$ cat config.mk
export PLATFORM = sky130hd
export DESIGN_NAME = input_buffer_credit_out_flat
export DESIGN_NICKNAME = d
export VERILOG_FILES = /design/src/rtl/input_buffer_credit_out_if.sv /design/src/rtl/input_buffer_credit_out.sv /design/src/flat_wrapper.sv
export SDC_FILE = /design/constraint.sdc
export NUM_CORES = 1
export LEC_CHECK = 0
export CORE_ASPECT_RATIO = 0.6
export CORE_UTILIZATION = 50
export CTS_CLUSTER_DIAMETER = 100
export DETAILED_ROUTE_END_ITERATION = 6
export DONT_BUFFER_PORTS = 1
export PLACE_DENSITY_LB_ADDON = 0.1
export SLEW_MARGIN = 25
export SYNTH_ARGS = -nofsm -noshare
export SYNTH_HDL_FRONTEND = slang
export SYNTH_SLANG_ARGS = --single-unit
$ cat constraint.sdc
create_clock -name clk -period 5.7 [get_ports clk]
set_input_delay 1.14 -clock clk [delete_from_list [all_inputs] [get_ports clk]]
set_output_delay 1.14 -clock clk [all_outputs]
set_load 0.01 [all_outputs]
$ cat src/rtl/input_buffer_credit_out_if.sv
// Flit/credit link bundle between the router input buffer and its upstream link and local arbiter.
// master drives flits and pops; slave is the buffer.
interface input_buffer_credit_out_if #(
   parameter int FLIT_WIDTH = 16,
   parameter int PTR_W      = 2
);
   logic [FLIT_WIDTH-1:0] flit_in;
   logic                  valid_in;
   logic [FLIT_WIDTH-1:0] flit_out;
   logic                  valid_out;
   logic                  read_en;
   logic                  credit_out;
   logic                  full;
   logic [PTR_W:0]        occupancy;
   logic                  overflow_err;

   modport master (
      output flit_in, valid_in, read_en,
      input  flit_out, valid_out, credit_out, full, occupancy, overflow_err
   );

   modport slave (
      input  flit_in, valid_in, read_en,
      output flit_out, valid_out, credit_out, full, occupancy, overflow_err
   );
endinterface

$ cat src/rtl/input_buffer_credit_out.sv
// Router input-port flit FIFO that returns one upstream credit per flit drained.
// Optional CREDIT_INIT_BURST_EN: advertise all DEPTH slots with a credit burst after reset.
module input_buffer_credit_out #(
   parameter int FLIT_WIDTH = 16,
   parameter int DEPTH      = 4,
   parameter int PTR_W      = 2
) (
   input logic                  clk,
   input logic                  reset_n,
   input_buffer_credit_out_if.slave bus
);

   localparam logic [PTR_W-1:0] PTR_ONE = PTR_W'(1);
   localparam logic [PTR_W:0]   CNT_ONE = (PTR_W+1)'(1);
   localparam logic [PTR_W:0]   DEPTH_C = (PTR_W+1)'(DEPTH);
`ifdef CREDIT_INIT_BURST_EN
   localparam logic [PTR_W:0]   PEND_RST = DEPTH_C;
`else
   localparam logic [PTR_W:0]   PEND_RST = '0;
`endif

   logic [FLIT_WIDTH-1:0] r_mem [DEPTH];
   logic [PTR_W-1:0]      r_wr_ptr;
   logic [PTR_W-1:0]      r_rd_ptr;
   logic [PTR_W:0]        r_occ;
   logic [PTR_W:0]        r_pending;
   logic                  r_credit;
   logic                  r_ovf;

   logic                  w_full;
   logic                  w_valid;
   logic                  w_rd;
   logic                  w_wr;
   logic                  w_drop;
   logic [PTR_W:0]        w_occ_nxt;
   logic [PTR_W:0]        w_avail;
   logic                  w_emit;

   assign w_full  = (r_occ == DEPTH_C);
   assign w_valid = (r_occ != '0);
   assign w_rd    = bus.read_en & w_valid;
   // A pop on the same edge frees the slot, so a write at full is still accepted.
   assign w_wr    = bus.valid_in & (~w_full | w_rd);
   assign w_drop  = bus.valid_in & ~w_wr;

   always_comb begin
      w_occ_nxt = r_occ;
      case ({w_wr, w_rd})
         2'b10:   w_occ_nxt = r_occ + CNT_ONE;
         2'b01:   w_occ_nxt = r_occ - CNT_ONE;
         default: w_occ_nxt = r_occ;
      endcase
   end

   // Credits owed including this cycle's pop; one is emitted per cycle while any are owed.
   assign w_avail = r_pending + (PTR_W+1)'(w_rd);
   assign w_emit  = (w_avail != '0);

   always_ff @(posedge clk or negedge reset_n) begin
      if (!reset_n) begin
         r_wr_ptr  <= '0;
         r_rd_ptr  <= '0;
         r_occ     <= '0;
         r_pending <= PEND_RST;
         r_credit  <= 1'b0;
         r_ovf     <= 1'b0;
      end else begin
         if (w_wr) r_wr_ptr <= r_wr_ptr + PTR_ONE;
         if (w_rd) r_rd_ptr <= r_rd_ptr + PTR_ONE;
         r_occ     <= w_occ_nxt;
         r_pending <= w_avail - (PTR_W+1)'(w_emit);
         r_credit  <= w_emit;
         if (w_drop) r_ovf <= 1'b1;
      end
   end

   // Storage carries no reset; contents are only observed while valid_out is high.
   always_ff @(posedge clk) begin
      if (w_wr) r_mem[r_wr_ptr] <= bus.flit_in;
   end

   assign bus.flit_out     = r_mem[r_rd_ptr];
   assign bus.valid_out    = w_valid;
   assign bus.full         = w_full;
   assign bus.occupancy    = r_occ;
   assign bus.credit_out   = r_credit;
   assign bus.overflow_err = r_ovf;

endmodule

$ cat src/flat_wrapper.sv
// flat-port wrapper written by rule: the top's interface ports become plain ports
module input_buffer_credit_out_flat 
#(
   parameter int FLIT_WIDTH = 16,
   parameter int DEPTH      = 4,
   parameter int PTR_W      = 2
)
  (clk, reset_n, bus_flit_in, bus_valid_in, bus_read_en, bus_flit_out, bus_valid_out, bus_credit_out, bus_full, bus_occupancy, bus_overflow_err);
  input_buffer_credit_out_if #(.FLIT_WIDTH(FLIT_WIDTH), .PTR_W(PTR_W)) bus_i ();
  input logic clk;
  input logic reset_n;
  input wire logic [$bits(bus_i.flit_in)-1:0] bus_flit_in;
  input wire logic [$bits(bus_i.valid_in)-1:0] bus_valid_in;
  input wire logic [$bits(bus_i.read_en)-1:0] bus_read_en;
  output wire logic [$bits(bus_i.flit_out)-1:0] bus_flit_out;
  output wire logic [$bits(bus_i.valid_out)-1:0] bus_valid_out;
  output wire logic [$bits(bus_i.credit_out)-1:0] bus_credit_out;
  output wire logic [$bits(bus_i.full)-1:0] bus_full;
  output wire logic [$bits(bus_i.occupancy)-1:0] bus_occupancy;
  output wire logic [$bits(bus_i.overflow_err)-1:0] bus_overflow_err;
  assign bus_i.flit_in = bus_flit_in;
  assign bus_i.valid_in = bus_valid_in;
  assign bus_i.read_en = bus_read_en;
  assign bus_flit_out = bus_i.flit_out;
  assign bus_valid_out = bus_i.valid_out;
  assign bus_credit_out = bus_i.credit_out;
  assign bus_full = bus_i.full;
  assign bus_occupancy = bus_i.occupancy;
  assign bus_overflow_err = bus_i.overflow_err;
  input_buffer_credit_out #(.FLIT_WIDTH(FLIT_WIDTH), .DEPTH(DEPTH), .PTR_W(PTR_W)) u_core (.clk(clk), .reset_n(reset_n), .bus(bus_i));
endmodule
==> impl_metrics.toml, run 1 <==
[power]
intPower_mw = 1.16
peakVddDrop_uv = 205
combPwrFrac_pct = 25.5
powerDensity_mw_per_mm2 = 517
p_sw_mw = 0.507
clkPwrFrac_pct = 22.1
p_leak_nw = 1.13
switching_share_pct = 30.4
p_seq_share_pct = 52.4

[critical_path]
cp_data_arrival_time_ns = 1.73
startpoint_type = "flip-flop"
crit_chain = "mux4_2"
worst_setup_path_end_kind = "output port"
reg2reg_slack_ns = 3.16
crit_path_max_fanout = 18
cp.buffers_inverters = 0
cp_slowest_cell = "dfrtp_2"
crit_family = "flip-flops"
cp.required_ns = 4.56
path_class = "flip-flop to output port"
max_stage_delay_ns = 0.75

[timing]
worst_slew_pin_slew_ns = 0.863
clock_skew_ns = 0.0113
rsz0062_at_grt = "no"
fin_crit_ns = 2.87
finalSetupViolations = 0
hold_viol = 0
max_slew_margin_pct = 42.5
drv_slew = 0
fmax_mhz = 349
period_share_pct = 50.3
tns_ns = 0

[cells_and_area]
multi_input_area_sq_um = 688
num_antenna_cells = 0
layout_common_cells = "edfxtp_1 (64), mux4_2 (16), dfrtp_1 (11), inv_1 (10)"
final_nets = 176
area.sequential_sq_mm = 0.00222
final_layout_size_suffix_gt1_share_pct = 20.7
fin_util_pct = 57.1
final_cells = 230
areaGrowthSynthToFinish_pct = 8.14
num-fill-cells = 417
layout_commonest_cell = "edfxtp_1"

[floorplan]
die_width_um = 102
io_pins = 43
die_y_um = 61.8
core_area_sq_mm = 0.00565
dieArea_sq_mm = 0.00628
start_util_pct = 52.8
rows = 21

[grt]
grtUsageTotal_pct = 16.0
antenna_found_initial = 0
grt_max_degree = 19
gr-total-overflow = 0
grt_pass1_wl_um = 6670
grt_pass1_vias = 1292

[drt]
wl_per_cell_um = 19.0
wl_um = 4380
postRouteAntennaNets = 0
route.detailed.drc = 0
first_pass_iters = 4
route.vias.total = 1219
vias_per_cell = 5.30
dr.first_iter.drc_count = 50

[yosys]
ys_seq_area_share_pct = 74.6
syn-cell-area_sq_mm = 0.00298
synth_top_area_share_pct = 64.5
synth_cell_type_count = 21
yosysTopAreaCell = "edfxtp_1"
synth_nets = 169
synth-seq-cells = 76
synth.avg_cell_area_sq_um = 21.4
yosys-top-cells-area = "edfxtp_1 (64%), mux4_2 (12%), dfrtp_1 (10%), ha_1 (3.8%), xor2_1 (1.5%)"
ys.warnings.count = 0
netlist_instances = 139

[placed_design]
dp_cells = 215
hpwl_um = 2800
io_buffers = 0
gp_congestion = 0.686

[clocking]
cts_resized = 0
cts_root_buf = "clkbuf_8"
cts_sinks = 76
cts_buffers = 9
cts_tree = "done"
clk_latency_ns = 0.34
clk_pin_slew_ns = 0.07
htreeDepth = 3
cts_hold_buf = 0
cts_buffer_depth = 2
postCtsSetupBuffers = 0

[worst_hold_path]
hold_path_class = "input pin to async pin"

[outcome]
outcome = "finished, final reports clean"

[flow_run]
max_cap_violations = 0
metrics by stage:
| stage | cell area, sq um | power (mW) | setup WS (ns) | hold WS, ns |
|---|---|---|---|---|
| floorplan | 2980 | 1.23 | 2.90 | 0.493 |
| global placement | 3050 | 1.29 | 2.77 | 0.514 |
| detailed placement | 3050 | 1.32 | 2.76 | 0.520 |
| CTS | 3220 | 1.69 | 2.76 | 0.466 |
| global route | 3220 | 1.77 | 2.70 | 0.461 |
| finish | 3220 | 1.67 | 2.83 | 0.486 |
power by group through the flow:
stage	Combinational, mW	Sequential (mW)	Clock (mW)
6_report	0.424	0.873	0.368
5_1_grt	0.475	0.896	0.399
4_1_cts	0.434	0.880	0.378
3_5_place_dp	0.432	0.892	0
3_3_place_gp	0.413	0.880	0
2_1_floorplan	0.423	0.807	0
metal layers:
metal / wire length, um / part of all wire [%] / GRT usage, %
met5: 0 / 0 / 0
met4: 32 / 0.73 / 6.83
met3: 264 / 6.0 / 7.83
met2: 2160 / 49 / 26.3
met1: 1920 / 44 / 18.4
area by class of cell:
cell class | instances | area share [%]
flip-flops and latches | 76 | 69.0
clock buffers | 12 | 4.19
inverters | 10 | 1.16
clock inverters | 3 | 1.20
well taps | 80 | 3.11
multi-input cells | 49 | 21.4
kinds of logic (layout without fill, tap and decap cells):
logic type	after synthesis	in the layout	synth area share, %
flops	76	76	74.6
simple gates	11	11	2.81
buf+inv	14	25	2.35
mux	18	18	12.9
xor+xnor	8	8	2.35
compound gates	2	2	0.546
fa+ha+maj	10	10	4.45
path summary, 6_finish.rpt:
check | cells after the start | from | end
hold reg to reg | 1 | u_core.bus.overflow_err | u_core.bus.overflow_err
max in group asynchronous | 0 | reset_n | u_core.r_rd_ptr[0]
setup reg to reg | 8 | u_core.bus.occupancy[0] | u_core.r_pending[2]
setup / recovery | 1 | u_core.r_rd_ptr[0] | bus_flit_out[9]
hold / removal | 0 | reset_n | u_core.r_wr_ptr[0]
min in group clk | 1 | u_core.bus.overflow_err | u_core.bus.overflow_err
sequential cells by signal (all words and copies together) (netlist names):
register	count
u_core.r_wr_ptr	2
u_core.bus.credit_out	1
u_core.bus.occupancy	3
u_core.bus.overflow_err	1
u_core.r_pending	3
u_core.r_mem	64
u_core.r_rd_ptr	2
synth_stat cells, drive strengths merged:
cell type	instances
ha	9
nor4b	1
mux4	16
or3	2
nor2	1
and2	4
fa	1
o31a	1
edfxtp	64
a21o	1
mux2i	1
dfrtp	12
nor2b	1
nand2	1
inv	10
and3	1
buf	4
mux2	1
xnor2	3
xor2	5
Note: power is estimated with default switching activity, not from simulation.
==> inputs of run 2 (changes only) <==
Clock period 5.7 ns to 2.5 ns, I/O delays scaled along.
==> run 2 against run 1 <==
Effect of this change: sequential share of layout area decreased by 3.5 points; via count grew 4.5%; clock skew down 0.0017 ns; combinational power grew to 3.0 times the previous value; power rose to 2.5 times the previous value; routed wire length is 6.1% higher; worst setup slack lost 2.7 ns; utilization is 3.1 points higher; count of clock-buffer cells in the layout decreased by 2; die area is the same; critical path type is now flip-flop to flip-flop.
==> impl_metrics.toml, run 2 (same netlist as run 1, synthesis figures left out) <==
[timing]
hold_viol = 0
tns_ns = 0
finalSetupViolations = 0
period_share_pct = 93.0
fmax_mhz = 430
worst_slack_ns = 0.176
clock_skew_ns = 0.00958
drv_slew = 0
worst_slew_pin_slew_ns = 0.558
fin_crit_ns = 2.32
rsz0062_at_grt = "no"
max_slew_margin_pct = 62.7

[clocking]
htreeDepth = 3
cts_buffers = 9
cts_tree = "done"
cts_sinks = 76
cts_resized = 0
postCtsSetupBuffers = 0
cts_buffer_depth = 2
cts_hold_buf = 1
clk_pin_slew_ns = 0.08
cts_root_buf = "clkbuf_8"
clk_latency_ns = 0.34

[cells_and_area]
fin_util_pct = 60.1
num_antenna_cells = 0
areaGrowthSynthToFinish_pct = 13.9
layout_common_cells = "edfxtp_1 (64), mux4_2 (16), buf_4 (13), dfrtp_1 (12), inv_1 (10)"
final_layout_size_suffix_gt1_share_pct = 28.5
final_nets = 190
layout_commonest_cell = "edfxtp_1"
largest_reg_flops = 64
regMostFlops = "u_core.r_mem"

[grt]
antenna_found_initial = 0
grt_pass1_wl_um = 7090
grt_pass1_vias = 1327
grt_max_degree = 14
gr-total-overflow = 0
grtUsageTotal_pct = 16.8

[flow_run]
max_cap_violations = 0

[power]
powerDensity_mw_per_mm2 = 1230
p_leak_nw = 1.23
power.total_mw = 4.17
peakVddDrop_uv = 574

[drt]
route.vias.total = 1274
dr.first_iter.drc_count = 89
wl_um = 4640
route.detailed.drc = 0
first_pass_iters = 4
vias_per_cell = 5.20
postRouteAntennaNets = 0
wl_per_cell_um = 18.9

[placed_design]
gp_congestion = 0.743
dp_slack_ns = 0.165
io_buffers = 0
hpwl_um = 3200

[critical_path]
cp_data_arrival_time_ns = 2.54
startpoint_type = "flip-flop"
worst_setup_path_end_kind = "flip-flop"
crit_path_max_fanout = 2
cp.required_ns = 2.72
path_class = "flip-flop to flip-flop"

[floorplan]
die_width_um = 102
dieArea_sq_mm = 0.00628
start_util_pct = 52.8
core_area_sq_mm = 0.00565
io_pins = 43
rows = 21
die_y_um = 61.8

[outcome]
outcome = "finished, final reports clean"

[worst_hold_path]
hold_path_class = "input pin to flip-flop"
## run 2: changes by cell type in the layout (fill, tap and decap cells not counted), sizes merged
| cell | previous run | this run |
|---|---|---|
| bufinv | 1 | 3 |
| clkinv | 2 | 3 |
| dlygate4sd3 | 0 | 1 |
| clkbuf | 12 | 10 |
| buf | 0 | 13 |
## run 2: where the power goes
part           total (mW)  internal, mW  switching [mW]
combinational        1.26         0.574           0.686
sequential           1.82          1.71           0.117
clock                1.09         0.665           0.428
total                4.17          2.94            1.23
## run 2: through the flow
step | cell area [sq um] | instances | hold slack (ns)
final | 3400 | 245 | 0.254
after global routing | 3400 | 245 | 0.229
after CTS | 3400 | 245 | 0.232
after detailed placement | 3150 | 228 | 0.205
after global placement | 3150 | 228 | 0.205
after floorplan | 2980 | 139 | 0.204
## run 2: metal layers
layer	track usage [%]	routed length [um]	vias to the layer above	share of wire, %
met1	20.1	1940	658	42
met2	27.0	2330	33	50
li1	-	-	581	-
met3	7.49	354	2	7.6
met4	8.07	17	0	0.37
met5	0	0	-	0
## run 2: path summary, 6_finish.rpt
kind	slack, ns	depth (start not counted)	end	from
max reg2reg	0.18	8	u_core.r_pending[2]	u_core.bus.occupancy[0]
min reg2reg	0.56	1	u_core.bus.overflow_err	u_core.bus.overflow_err
max in group asynchronous	1.54	1	u_core.bus.credit_out	reset_n
min	0.25	0	u_core.r_mem[0][1]	bus_flit_in[1]
min in group asynchronous	0.59	1	u_core.r_pending[2]	reset_n
max	0.18	8	u_core.r_pending[2]	u_core.bus.occupancy[0]
## run 2: worst max-delay path: stages (launching register included)
cell	delay (ns)
dfrtp_1	0.39
o31a_1	0.33
ha_1	0.21
ha_1	0.21
xor2_1	0.19
or3_1	0.35
ha_1	0.20
ha_1	0.19
xor2_1	0.15
## run 2: area by class of cell
cell class,instances,area (sq um)
clock buffers,10,128
repair buffers,14,108
fillers,396,2250
flip-flops and latches,76,2220
clock inverters,6,113
well taps,80,100
multi-input cells,49,688
inverters,10,37.5
